$ cat config.mk
export PLATFORM = sky130hd
export DESIGN_NAME = armleocpu_tlb_ctrl_flat
export DESIGN_NICKNAME = d
export VERILOG_FILES = /design/src/rtl/armleocpu_tlb_ctrl_if.sv /design/src/rtl/armleocpu_tlb_ctrl.sv /design/src/flat_wrapper.sv
export SDC_FILE = /design/constraint.sdc
export NUM_CORES = 1
export LEC_CHECK = 0
export BUFFER_PORTS_ARGS = -buffer_cell sky130_fd_sc_hd__buf_2
export CORE_UTILIZATION = 25
export CTS_BUF_LIST = sky130_fd_sc_hd__clkbuf_8
export DETAILED_ROUTE_END_ITERATION = 6
export GPL_TIMING_DRIVEN = 0
export PLACE_DENSITY = 0.53
export SLEW_MARGIN = 20
export SYNTH_ARGS = -nofsm -noshare
export SYNTH_HDL_FRONTEND = slang
export SYNTH_SLANG_ARGS = --single-unit
$ cat constraint.sdc
create_clock -name clk -period 4 [get_ports clk]
set_input_delay 0.4 -clock clk [delete_from_list [all_inputs] [get_ports clk]]
set_output_delay 0.4 -clock clk [all_outputs]
set_load 0.005 [all_outputs]
$ cat src/rtl/armleocpu_tlb_ctrl_if.sv
// Command/response and per-way bus between the MMU/fetch logic, the TLB controller and its ways.
// The slave modport is the controller's view; the master modport is the surrounding logic's view.
interface armleocpu_tlb_ctrl_if #(
   parameter int WAYS   = 2,
   parameter int PHYS_W = 22,
   parameter int CNT_W  = 16
);
   logic                     cmd_ready;
   logic                     cmd_resolve;
   logic                     cmd_write;
   logic                     cmd_invalidate;
   logic [19:0]              cmd_vaddr;
   logic                     cmd_enable;
   logic [7:0]               cmd_accesstag;
   logic [PHYS_W-1:0]        cmd_phys;

   logic                     resp_valid;
   logic                     resp_miss;
   logic                     resp_multihit;
   logic [7:0]               resp_accesstag;
   logic [PHYS_W-1:0]        resp_phys;

   logic [WAYS-1:0]          way_resolve;
   logic [WAYS-1:0]          way_write;
   logic [WAYS-1:0]          way_invalidate;
   logic [19:0]              way_vaddr;
   logic                     way_enable;
   logic [19:0]              way_vaddr_w;
   logic [7:0]               way_accesstag_w;
   logic [PHYS_W-1:0]        way_phys_w;
   logic [WAYS-1:0]          way_done;
   logic [WAYS-1:0]          way_miss;
   logic [8*WAYS-1:0]        way_accesstag_r;
   logic [PHYS_W*WAYS-1:0]   way_phys_r;

   logic [CNT_W-1:0]         hit_count;
   logic [CNT_W-1:0]         miss_count;

   modport slave (
      input  cmd_resolve, cmd_write, cmd_invalidate, cmd_vaddr, cmd_enable,
             cmd_accesstag, cmd_phys,
             way_done, way_miss, way_accesstag_r, way_phys_r,
      output cmd_ready, resp_valid, resp_miss, resp_multihit, resp_accesstag, resp_phys,
             way_resolve, way_write, way_invalidate, way_vaddr, way_enable,
             way_vaddr_w, way_accesstag_w, way_phys_w, hit_count, miss_count
   );

   modport master (
      output cmd_resolve, cmd_write, cmd_invalidate, cmd_vaddr, cmd_enable,
             cmd_accesstag, cmd_phys,
             way_done, way_miss, way_accesstag_r, way_phys_r,
      input  cmd_ready, resp_valid, resp_miss, resp_multihit, resp_accesstag, resp_phys,
             way_resolve, way_write, way_invalidate, way_vaddr, way_enable,
             way_vaddr_w, way_accesstag_w, way_phys_w, hit_count, miss_count
   );
endinterface

$ cat src/rtl/armleocpu_tlb_ctrl.sv
// TLB way sequencer: broadcasts resolve/refill/invalidate to all ways, merges the per-way
// results into one response, picks refill victims round-robin and counts hits and misses.
module armleocpu_tlb_ctrl #(
   parameter int WAYS   = 2,
   parameter int PHYS_W = 22,
   parameter int CNT_W  = 16
) (
   input  logic                   clk,
   input  logic                   rst_n,
   armleocpu_tlb_ctrl_if.slave    ctrl_bus
);
   localparam int WAYS_W = (WAYS > 1) ? $clog2(WAYS) : 1;

   typedef enum logic [1:0] {ST_IDLE, ST_ISSUE, ST_WAIT} state_t;
   typedef enum logic [1:0] {OP_NONE, OP_INV, OP_WRITE, OP_RESOLVE} op_t;

   state_t              state_q, state_d;
   op_t                 op_q, op_d;
   logic [WAYS_W-1:0]   victim_q, victim_d;
   logic [WAYS-1:0]     way_resolve_q, way_resolve_d;
   logic [WAYS-1:0]     way_write_q, way_write_d;
   logic [WAYS-1:0]     way_inv_q, way_inv_d;
   logic [19:0]         way_vaddr_q, way_vaddr_d;
   logic                way_enable_q, way_enable_d;
   logic [19:0]         vaddr_w_q, vaddr_w_d;
   logic [7:0]          tag_w_q, tag_w_d;
   logic [PHYS_W-1:0]   phys_w_q, phys_w_d;
   logic                resp_valid_q, resp_valid_d;
   logic                resp_miss_q, resp_miss_d;
   logic                resp_multi_q, resp_multi_d;
   logic [7:0]          resp_tag_q, resp_tag_d;
   logic [PHYS_W-1:0]   resp_phys_q, resp_phys_d;
   logic [CNT_W-1:0]    hit_cnt_q, hit_cnt_d;
   logic [CNT_W-1:0]    miss_cnt_q, miss_cnt_d;

   // Merge of the per-way results; a way that has not finished forces a miss.
   logic [WAYS-1:0]     hit;
   logic [WAYS_W:0]     n_hits;
   logic [7:0]          sel_tag;
   logic [PHYS_W-1:0]   sel_phys;
   logic                merged_miss;
   logic                merged_multi;

   always_comb begin
      hit      = ctrl_bus.way_done & ~ctrl_bus.way_miss;
      n_hits   = '0;
      sel_tag  = '0;
      sel_phys = '0;
      for (int i = WAYS - 1; i >= 0; i--) begin
         n_hits = n_hits + (WAYS_W + 1)'(hit[i]);
         if (hit[i]) begin
            sel_tag  = ctrl_bus.way_accesstag_r[8*i +: 8];
            sel_phys = ctrl_bus.way_phys_r[PHYS_W*i +: PHYS_W];
         end
      end
      merged_miss  = ~(&ctrl_bus.way_done) | ~(|hit);
      merged_multi = way_enable_q & (n_hits > (WAYS_W + 1)'(1));
   end

   always_comb begin
      state_d       = state_q;
      op_d          = op_q;
      victim_d      = victim_q;
      way_resolve_d = '0;
      way_write_d   = '0;
      way_inv_d     = '0;
      way_vaddr_d   = way_vaddr_q;
      way_enable_d  = way_enable_q;
      vaddr_w_d     = vaddr_w_q;
      tag_w_d       = tag_w_q;
      phys_w_d      = phys_w_q;
      resp_valid_d  = 1'b0;
      resp_miss_d   = resp_miss_q;
      resp_multi_d  = resp_multi_q;
      resp_tag_d    = resp_tag_q;
      resp_phys_d   = resp_phys_q;
      hit_cnt_d     = hit_cnt_q;
      miss_cnt_d    = miss_cnt_q;
      case (state_q)
         ST_IDLE: begin
            if (ctrl_bus.cmd_invalidate) begin
               op_d      = OP_INV;
               way_inv_d = '1;
               state_d   = ST_ISSUE;
            end else if (ctrl_bus.cmd_write) begin
               op_d        = OP_WRITE;
               way_write_d = WAYS'(1) << victim_q;
               vaddr_w_d   = ctrl_bus.cmd_vaddr;
               tag_w_d     = ctrl_bus.cmd_accesstag;
               phys_w_d    = ctrl_bus.cmd_phys;
               state_d     = ST_ISSUE;
            end else if (ctrl_bus.cmd_resolve) begin
               op_d          = OP_RESOLVE;
               way_resolve_d = '1;
               way_vaddr_d   = ctrl_bus.cmd_vaddr;
               way_enable_d  = ctrl_bus.cmd_enable;
               state_d       = ST_ISSUE;
            end
         end
         ST_ISSUE: begin
            state_d = ST_IDLE;
            case (op_q)
               OP_INV:     victim_d = '0;
               // Victim advances even for an invalid refill entry.
               OP_WRITE:   victim_d = (victim_q == WAYS_W'(WAYS - 1)) ? '0 : victim_q + 1'b1;
               OP_RESOLVE: state_d  = ST_WAIT;
               default:    state_d  = ST_IDLE;
            endcase
         end
         ST_WAIT: begin
            resp_valid_d = 1'b1;
            resp_miss_d  = merged_miss;
            resp_multi_d = merged_multi;
            resp_tag_d   = merged_miss ? 8'h00 : sel_tag;
            resp_phys_d  = merged_miss ? '0 : sel_phys;
            if (merged_miss) begin
               if (miss_cnt_q != '1) miss_cnt_d = miss_cnt_q + 1'b1;
            end else begin
               if (hit_cnt_q != '1) hit_cnt_d = hit_cnt_q + 1'b1;
            end
            state_d = ST_IDLE;
         end
         default: state_d = ST_IDLE;
      endcase
   end

   always_ff @(posedge clk or negedge rst_n) begin
      if (!rst_n) begin
         state_q       <= ST_IDLE;
         op_q          <= OP_NONE;
         victim_q      <= '0;
         way_resolve_q <= '0;
         way_write_q   <= '0;
         way_inv_q     <= '0;
         way_vaddr_q   <= '0;
         way_enable_q  <= 1'b0;
         vaddr_w_q     <= '0;
         tag_w_q       <= '0;
         phys_w_q      <= '0;
         resp_valid_q  <= 1'b0;
         resp_miss_q   <= 1'b0;
         resp_multi_q  <= 1'b0;
         resp_tag_q    <= '0;
         resp_phys_q   <= '0;
         hit_cnt_q     <= '0;
         miss_cnt_q    <= '0;
      end else begin
         state_q       <= state_d;
         op_q          <= op_d;
         victim_q      <= victim_d;
         way_resolve_q <= way_resolve_d;
         way_write_q   <= way_write_d;
         way_inv_q     <= way_inv_d;
         way_vaddr_q   <= way_vaddr_d;
         way_enable_q  <= way_enable_d;
         vaddr_w_q     <= vaddr_w_d;
         tag_w_q       <= tag_w_d;
         phys_w_q      <= phys_w_d;
         resp_valid_q  <= resp_valid_d;
         resp_miss_q   <= resp_miss_d;
         resp_multi_q  <= resp_multi_d;
         resp_tag_q    <= resp_tag_d;
         resp_phys_q   <= resp_phys_d;
         hit_cnt_q     <= hit_cnt_d;
         miss_cnt_q    <= miss_cnt_d;
      end
   end

   assign ctrl_bus.cmd_ready       = (state_q == ST_IDLE);
   assign ctrl_bus.resp_valid      = resp_valid_q;
   assign ctrl_bus.resp_miss       = resp_miss_q;
   assign ctrl_bus.resp_multihit   = resp_multi_q;
   assign ctrl_bus.resp_accesstag  = resp_tag_q;
   assign ctrl_bus.resp_phys       = resp_phys_q;
   assign ctrl_bus.way_resolve     = way_resolve_q;
   assign ctrl_bus.way_write       = way_write_q;
   assign ctrl_bus.way_invalidate  = way_inv_q;
   assign ctrl_bus.way_vaddr       = way_vaddr_q;
   assign ctrl_bus.way_enable      = way_enable_q;
   assign ctrl_bus.way_vaddr_w     = vaddr_w_q;
   assign ctrl_bus.way_accesstag_w = tag_w_q;
   assign ctrl_bus.way_phys_w      = phys_w_q;
   assign ctrl_bus.hit_count       = hit_cnt_q;
   assign ctrl_bus.miss_count      = miss_cnt_q;
endmodule

$ cat src/flat_wrapper.sv
// flat-port wrapper written by rule: the top's interface ports become plain ports
module armleocpu_tlb_ctrl_flat 
#(
   parameter int WAYS   = 2,
   parameter int PHYS_W = 22,
   parameter int CNT_W  = 16
)
  (clk, rst_n, ctrl_bus_cmd_resolve, ctrl_bus_cmd_write, ctrl_bus_cmd_invalidate, ctrl_bus_cmd_vaddr, ctrl_bus_cmd_enable, ctrl_bus_cmd_accesstag, ctrl_bus_cmd_phys, ctrl_bus_way_done, ctrl_bus_way_miss, ctrl_bus_way_accesstag_r, ctrl_bus_way_phys_r, ctrl_bus_cmd_ready, ctrl_bus_resp_valid, ctrl_bus_resp_miss, ctrl_bus_resp_multihit, ctrl_bus_resp_accesstag, ctrl_bus_resp_phys, ctrl_bus_way_resolve, ctrl_bus_way_write, ctrl_bus_way_invalidate, ctrl_bus_way_vaddr, ctrl_bus_way_enable, ctrl_bus_way_vaddr_w, ctrl_bus_way_accesstag_w, ctrl_bus_way_phys_w, ctrl_bus_hit_count, ctrl_bus_miss_count);
  armleocpu_tlb_ctrl_if #(.WAYS(WAYS), .PHYS_W(PHYS_W), .CNT_W(CNT_W)) ctrl_bus_i ();
  input  logic clk;
  input  logic rst_n;
  input wire logic [$bits(ctrl_bus_i.cmd_resolve)-1:0] ctrl_bus_cmd_resolve;
  input wire logic [$bits(ctrl_bus_i.cmd_write)-1:0] ctrl_bus_cmd_write;
  input wire logic [$bits(ctrl_bus_i.cmd_invalidate)-1:0] ctrl_bus_cmd_invalidate;
  input wire logic [$bits(ctrl_bus_i.cmd_vaddr)-1:0] ctrl_bus_cmd_vaddr;
  input wire logic [$bits(ctrl_bus_i.cmd_enable)-1:0] ctrl_bus_cmd_enable;
  input wire logic [$bits(ctrl_bus_i.cmd_accesstag)-1:0] ctrl_bus_cmd_accesstag;
  input wire logic [$bits(ctrl_bus_i.cmd_phys)-1:0] ctrl_bus_cmd_phys;
  input wire logic [$bits(ctrl_bus_i.way_done)-1:0] ctrl_bus_way_done;
  input wire logic [$bits(ctrl_bus_i.way_miss)-1:0] ctrl_bus_way_miss;
  input wire logic [$bits(ctrl_bus_i.way_accesstag_r)-1:0] ctrl_bus_way_accesstag_r;
  input wire logic [$bits(ctrl_bus_i.way_phys_r)-1:0] ctrl_bus_way_phys_r;
  output wire logic [$bits(ctrl_bus_i.cmd_ready)-1:0] ctrl_bus_cmd_ready;
  output wire logic [$bits(ctrl_bus_i.resp_valid)-1:0] ctrl_bus_resp_valid;
  output wire logic [$bits(ctrl_bus_i.resp_miss)-1:0] ctrl_bus_resp_miss;
  output wire logic [$bits(ctrl_bus_i.resp_multihit)-1:0] ctrl_bus_resp_multihit;
  output wire logic [$bits(ctrl_bus_i.resp_accesstag)-1:0] ctrl_bus_resp_accesstag;
  output wire logic [$bits(ctrl_bus_i.resp_phys)-1:0] ctrl_bus_resp_phys;
  output wire logic [$bits(ctrl_bus_i.way_resolve)-1:0] ctrl_bus_way_resolve;
  output wire logic [$bits(ctrl_bus_i.way_write)-1:0] ctrl_bus_way_write;
  output wire logic [$bits(ctrl_bus_i.way_invalidate)-1:0] ctrl_bus_way_invalidate;
  output wire logic [$bits(ctrl_bus_i.way_vaddr)-1:0] ctrl_bus_way_vaddr;
  output wire logic [$bits(ctrl_bus_i.way_enable)-1:0] ctrl_bus_way_enable;
  output wire logic [$bits(ctrl_bus_i.way_vaddr_w)-1:0] ctrl_bus_way_vaddr_w;
  output wire logic [$bits(ctrl_bus_i.way_accesstag_w)-1:0] ctrl_bus_way_accesstag_w;
  output wire logic [$bits(ctrl_bus_i.way_phys_w)-1:0] ctrl_bus_way_phys_w;
  output wire logic [$bits(ctrl_bus_i.hit_count)-1:0] ctrl_bus_hit_count;
  output wire logic [$bits(ctrl_bus_i.miss_count)-1:0] ctrl_bus_miss_count;
  assign ctrl_bus_i.cmd_resolve = ctrl_bus_cmd_resolve;
  assign ctrl_bus_i.cmd_write = ctrl_bus_cmd_write;
  assign ctrl_bus_i.cmd_invalidate = ctrl_bus_cmd_invalidate;
  assign ctrl_bus_i.cmd_vaddr = ctrl_bus_cmd_vaddr;
  assign ctrl_bus_i.cmd_enable = ctrl_bus_cmd_enable;
  assign ctrl_bus_i.cmd_accesstag = ctrl_bus_cmd_accesstag;
  assign ctrl_bus_i.cmd_phys = ctrl_bus_cmd_phys;
  assign ctrl_bus_i.way_done = ctrl_bus_way_done;
  assign ctrl_bus_i.way_miss = ctrl_bus_way_miss;
  assign ctrl_bus_i.way_accesstag_r = ctrl_bus_way_accesstag_r;
  assign ctrl_bus_i.way_phys_r = ctrl_bus_way_phys_r;
  assign ctrl_bus_cmd_ready = ctrl_bus_i.cmd_ready;
  assign ctrl_bus_resp_valid = ctrl_bus_i.resp_valid;
  assign ctrl_bus_resp_miss = ctrl_bus_i.resp_miss;
  assign ctrl_bus_resp_multihit = ctrl_bus_i.resp_multihit;
  assign ctrl_bus_resp_accesstag = ctrl_bus_i.resp_accesstag;
  assign ctrl_bus_resp_phys = ctrl_bus_i.resp_phys;
  assign ctrl_bus_way_resolve = ctrl_bus_i.way_resolve;
  assign ctrl_bus_way_write = ctrl_bus_i.way_write;
  assign ctrl_bus_way_invalidate = ctrl_bus_i.way_invalidate;
  assign ctrl_bus_way_vaddr = ctrl_bus_i.way_vaddr;
  assign ctrl_bus_way_enable = ctrl_bus_i.way_enable;
  assign ctrl_bus_way_vaddr_w = ctrl_bus_i.way_vaddr_w;
  assign ctrl_bus_way_accesstag_w = ctrl_bus_i.way_accesstag_w;
  assign ctrl_bus_way_phys_w = ctrl_bus_i.way_phys_w;
  assign ctrl_bus_hit_count = ctrl_bus_i.hit_count;
  assign ctrl_bus_miss_count = ctrl_bus_i.miss_count;
  armleocpu_tlb_ctrl #(.WAYS(WAYS), .PHYS_W(PHYS_W), .CNT_W(CNT_W)) u_core (.clk(clk), .rst_n(rst_n), .ctrl_bus(ctrl_bus_i));
endmodule
==> flow_metrics.tcl, run 1 <==
set metrics [dict create \
    max-vdd-ir-drop_uv 271 \
    critPathCaptureType "flip-flop" \
    setup-tns-final_ps 0 \
    finalCriticalPeriod_ps 1940 \
    postLayoutCellArea_um2 8160 \
    grt_util_met3 0.0385 \
    slew_viol_final 0 \
    num_antenna_cells 0 \
    path_class "flip-flop to flip-flop" \
    arrival_ps 2270 \
    cts_sinks 145 \
    rows 56 \
    grt_max_degree 81 \
    die_area_um2 24700 \
    place_area_um2 7780 \
    slowest_delay_ps 580 \
    synth_edf_count 0 \
    critical_path.max_fanout 8 \
    synth_nets 596 \
    crit_path_top_delay_cell "nor4_4" \
    drtIter0Drc 175 \
    wire_per_inst_um 14.6 \
    path_clk_slew_ps 90 \
    synthFlopType "dfrtp_1" \
    p_leak_nw 4.03 \
    avgSynthCellArea_um2 12.8 \
    synth_seq_area_share 0.602 \
    groute.usage.overall 0.129 \
    use_met1 0.170 \
    reg2regPathDepth 5 \
    cts_setup_buffers 0 \
    required_ps 4320 \
    hold_viol 0 \
    core_um2 23500 \
    worstSkewPairLatency_ps 430 \
    cts_root_buf "clkbuf_8" \
    grt_pass1_wl_um 24300 \
    grt_setup_unrepaired "false" \
    ys_ff_latch 145 \
    via_count 4724 \
    hold_class "input pin to flip-flop" \
    die_w_um 157 \
    reg2reg_slack_ps 2060 \
    gp_congestion 0.763 \
    synth_area_leaders "dfrtp_1 60%, mux2_2 13%, xor2_1 3.8%" \
    synth_cells 472 \
    skew_ps 12.9 \
    finalCritPeriodShare 0.486 \
    drc_errors 0 \
    max_freq_ghz 0.514 \
    grt_overflow 0 \
    cts_max_path_buffers 2 \
    cts_buffers 17 \
    fin_util 0.347 \
    dp_hpwl_um 11900 \
    yosys.area.top_type "dfrtp_1" \
    start_util 0.256 \
    worst_slew_pin_slew_ps 525 \
    antenna_found_initial 0 \
    synth_most_common_cell "dfrtp_1" \
    synth_common_cells "145 x dfrtp_1, 72 x mux2_2, 43 x nand2_1" \
    cellPowerDensity_nw_per_um2 633 \
    synth_top_area_frac 0.602 \
    grt_most_used_layer "met2" \
    port_buffers 262 \
    maxCapViolCount 0 \
    drt_pass1_iterations 5 \
    cts_tree "yes" \
    area_growth_syn_to_layout_pct 35.4 \
    drive_gt1_frac 0.507 \
    wirelength_um 15900 \
    nFillCells 2420 \
    htreeDepth 4 \
    cts-resized-gates 0 \
    layout.nets 879 \
    dieHeight_um 157 \
    outcome "complete, no violations" \
    async_flop_share 1.00 \
    startpoint_type "flip-flop" \
    grt_pass1_vias 4504 \
    crit_chain "ha_1, nand3_1, nor4_4, nor2_2, mux2_1" \
    use_met2 0.202 \
    num_io_pins 263 \
    slew_headroom 0.650 \
    setup_viol 0 \
    synth.distinct_cells 38 \
    ant_nets 0 \
    p_total_mw 5.17 \
    holdPathStages 2 \
    viasPerCell 4.35 \
    synth_warnings 0 \
    synth_area_um2 6030 \
]
[logic make-up after synthesis]
family / count (synthesis) / share of synthesized area
DFF: 145 / 0.602
muxes: 73 / 0.136
buffers and inverters: 31 / 0.0276
adders and majority gates: 4 / 0.00830
xor gates and xnor gates: 30 / 0.0436
and+or+nand+nor: 123 / 0.110
AOI/OAI and AO/OA: 66 / 0.0724
[flip-flops by register name (all words and copies together), names as in the netlist, 8 cells and up]
register                         flops
u_core.ctrl_bus.way_vaddr_w         20
u_core.ctrl_bus.hit_count           16
u_core.ctrl_bus.resp_accesstag       8
u_core.ctrl_bus.way_accesstag_w      8
u_core.ctrl_bus.resp_phys           22
u_core.ctrl_bus.way_phys_w          22
u_core.ctrl_bus.miss_count          16
u_core.ctrl_bus.way_vaddr           20
[layout make-up]
class	count	area [um^2]	area share
plain buffers	27	146	0.0179
clock buffers	18	248	0.0303
clock inverters	14	129	0.0158
inverters	4	20.0	0.00245
multi-input cells	296	2230	0.274
flip-flops and latches	145	3630	0.444
well taps	319	399	0.0489
repair buffers	264	1360	0.166
[power breakdown]
| part | leakage [nW] | internal (mW) | total (mW) | switching [mW] |
|---|---|---|---|---|
| clock network | 0.198 | 0.519 | 1.13 | 0.607 |
| logic | 2.02 | 0.913 | 1.66 | 0.749 |
| registers | 1.81 | 2.05 | 2.38 | 0.329 |
| total | 4.03 | 3.49 | 5.17 | 1.68 |
[final timing paths]
kind | end | from
setup / recovery | u_core.ctrl_bus.hit_count[1] | u_core.ctrl_bus.hit_count[0]
hold / removal | u_core.ctrl_bus.way_accesstag_w[2] | ctrl_bus_cmd_accesstag[2]
setup reg to reg | u_core.ctrl_bus.hit_count[1] | u_core.ctrl_bus.hit_count[0]
hold reg to reg | u_core.ctrl_bus.resp_phys[4] | u_core.ctrl_bus.resp_phys[4]
max in group asynchronous | u_core.op_q[1] | rst_n
min in group asynchronous | u_core.ctrl_bus.resp_accesstag[6] | rst_n
[worst max-delay path: cells and delay by family (launching register included)]
family / cells / cell delay (ps)
flip-flops: 1 / 430
multiplexers: 1 / 320
adder cells (fa/ha/maj): 1 / 190
AND/OR/NAND/NOR: 3 / 900
[placed cells by master (no fill, tap or decap), types with 5 or more instances in the layout]
master / Yosys / routed
and2_1: 5 / 5
dfrtp_1: 145 / 145
nor3_1: 14 / 14
clkbuf_1: 10 / 10
nand2_1: 43 / 43
clkbuf_8: 0 / 18
a22oi_1: 30 / 30
nand4_1: 14 / 14
o21ai_0: 28 / 28
buf_2: 12 / 273
mux2_2: 72 / 72
nand3_1: 7 / 7
xor2_1: 26 / 26
inv_6: 0 / 5
nor2_1: 7 / 7
and3_1: 5 / 5
nor4_1: 11 / 11
[through the flow]
stage,worst slack (ps),hold slack (ps),instances
final,2060,196,1087
after global routing,1900,137,1087
after CTS,2060,152,1087
after detailed placement,2050,387,1054
after global placement,228,458,1053
after floorplan,2280,104,472
[what timing repair did]
item                       in CTS  in global routing
hold buffers                    1                  0
setup endpoints to repair       0                  0
hold endpoints to repair       65                  0
[metal layers]
metal,routed length [um],up-vias
met4,121,0
met5,0,-
li1,-,2259
met3,1010,8
met2,7540,155
met1,7210,2302
No activity file was read; power rests on OpenSTA's default activity.
==> inputs of run 2 (changes only) <==
- PLACE_DENSITY: 0.53 -> 0.54
- clock period: 4 -> 1.77 ns (I/O delays scaled with it)
==> flow_metrics.tcl, run 2 (synthesis results as in run 1) <==
set metrics [dict create \
    outcome "complete, no violations" \
    worst_slew_pin_slew_ps 546 \
    cts_max_path_buffers 2 \
    finalCritPeriodShare 0.952 \
    grt_pass1_vias 5021 \
    cts_root_buf "clkbuf_8" \
    wirelength_um 17100 \
    holdPathStages 3 \
    setup_ws_ps 84.2 \
    grt_setup_unrepaired "true" \
    critPathCaptureType "flip-flop" \
    area_growth_syn_to_layout_pct 50.0 \
    min_from "ctrl_bus_way_phys_r[14]" \
    finalCriticalPeriod_ps 1690 \
    drt_pass1_iterations 5 \
    hold_class "input pin to flip-flop" \
    core_um2 23500 \
    reg2regPathDepth 6 \
    htreeDepth 4 \
    cts_buffers 17 \
    gp_congestion 0.750 \
    viasPerCell 4.32 \
    dieHeight_um 157 \
    die_w_um 157 \
    slew_headroom 0.636 \
    drive_gt1_frac 0.497 \
    mostFrequentLayoutCell "buf_2" \
    nFillCells 2398 \
    setup_viol 0 \
    cellPowerDensity_nw_per_um2 1350 \
    slowest_delay_ps 400 \
    via_count 4993 \
    rows 56 \
    dp_hpwl_um 11900 \
    fin_util 0.384 \
    cts_tree "yes" \
    drc_errors 0 \
    crit_path_top_delay_cell "dfrtp_1" \
    slew_viol_final 0 \
    start_util 0.256 \
    path_class "flip-flop to flip-flop" \
    worstSkewPairLatency_ps 440 \
    path_clk_slew_ps 80 \
    arrival_ps 2020 \
    required_ps 2100 \
    crit_chain "ha_2, nand3_2, nor4_4, buf_4, nor2_2, mux2_1" \
    die_area_um2 24700 \
    maxCapViolCount 0 \
    cts_sinks 145 \
    grt_pass1_wl_um 26000 \
    r2r-end "u_core.ctrl_bus.hit_count[1]" \
    placed_cells 1054 \
    startpoint_type "flip-flop" \
    max_freq_ghz 0.593 \
    skew_ps 12.5 \
    grt_max_degree 85 \
    antenna_found_initial 1 \
    wire_per_inst_um 14.8 \
    whs_ps 34.6 \
    groute.usage.overall 0.137 \
    final_cell_mix "265 x buf_2, 140 x dfrtp_1, 72 x mux2_2" \
    max-vdd-ir-drop_uv 563 \
    num_io_pins 263 \
    port_buffers 262 \
    setup-tns-final_ps 0 \
    p_leak_nw 4.36 \
    dpl_worst_slack_ps -162 \
    critical_path.max_fanout 6 \
    drtIter0Drc 195 \
    layout.nets 946 \
    fin_cells 1155 \
    reg2reg_slack_ps 80 \
    hold_viol 0 \
    grt_overflow 0 \
    r2r_start "u_core.ctrl_bus.hit_count[0]" \
    hold_end "u_core.ctrl_bus.resp_phys[14]" \
    ant_nets 0 \
]
==> run 2: cell count changes in the layout (fill, tap and decap cells not counted), moves of 3 or more <==
| cell | previous run | this run |
|---|---|---|
| dfrtp_2 | 0 | 5 |
| dfrtp_1 | 145 | 140 |
| buf_2 | 273 | 265 |
| buf_6 | 3 | 7 |
| dlygate4sd3_1 | 1 | 60 |
| nor4_1 | 11 | 4 |
| nor4_2 | 0 | 3 |
| inv_6 | 5 | 2 |
| buf_4 | 2 | 10 |
| nor4_4 | 1 | 5 |
==> run 2: area by class of cell <==
type / count / area, um^2 / share of cell area
multi-input combinational: 296 / 2350 / 0.260
sequential: 145 / 3630 / 0.402
buffer: 27 / 204 / 0.0225
antenna: 1 / 2.50 / 0.000277
inverter: 4 / 27.5 / 0.00304
clock buffer: 19 / 262 / 0.0289
timing repair buffer: 331 / 2030 / 0.224
tap: 319 / 399 / 0.0441
clock inverter: 13 / 136 / 0.0151
==> run 2: worst max-delay path: cells and delay by family, from the launching register on <==
family / cells / cell delay [ps]
simple gates: 3 / 470
fa+ha+maj: 1 / 210
buf+inv: 1 / 180
flops: 1 / 400
mux: 1 / 310
==> run 2: report_power, final <==
part	switching, mW	internal (mW)
logic	1.81	2.27
clock network	1.33	1.33
registers	0.799	4.65
total	3.94	8.25
==> run 2: how the worst max path moves through the flow <==
stage	from	to	cells after the start
5_1_grt	u_core.state_q[0]	u_core.ctrl_bus.hit_count[14]	7
2_1_floorplan	u_core.ctrl_bus.hit_count[0]	u_core.ctrl_bus.hit_count[1]	5
3_3_place_gp	rst_n	u_core.ctrl_bus.way_vaddr[9]	1
3_5_place_dp	u_core.state_q[1]	u_core.ctrl_bus.way_vaddr_w[13]	5
4_1_cts	u_core.state_q[1]	u_core.ctrl_bus.way_vaddr_w[1]	5
6_report	u_core.ctrl_bus.hit_count[0]	u_core.ctrl_bus.hit_count[1]	6
==> run 2: per-stage QoR <==
stage / area (um^2) / total power [mW]
floorplan: 6030 / 7.26
finish: 9040 / 12.2
detailed placement: 7780 / 9.34
CTS: 8820 / 12.2
global placement: 7740 / 9.24
global route: 9040 / 13.1
==> run 2: metal layers <==
metal	GRT usage	vias to the layer above	share of wire
li1	-	2394	-
met2	0.234	148	0.50
met3	0.0372	11	0.053
met1	0.166	2440	0.44
met5	0	-	0
met4	0.0453	0	0.010
==> run 2: what timing repair did <==
action / 4_1_cts / 5_1_grt
pin swaps: 1 / 5
endpoints found under the hold margin: 140 / 2
gates resized for setup: 8 / 43
setup buffers: 2 / 5
gates cloned: 0 / 1
hold buffers: 59 / 1
endpoints found under the setup margin: 91 / 99
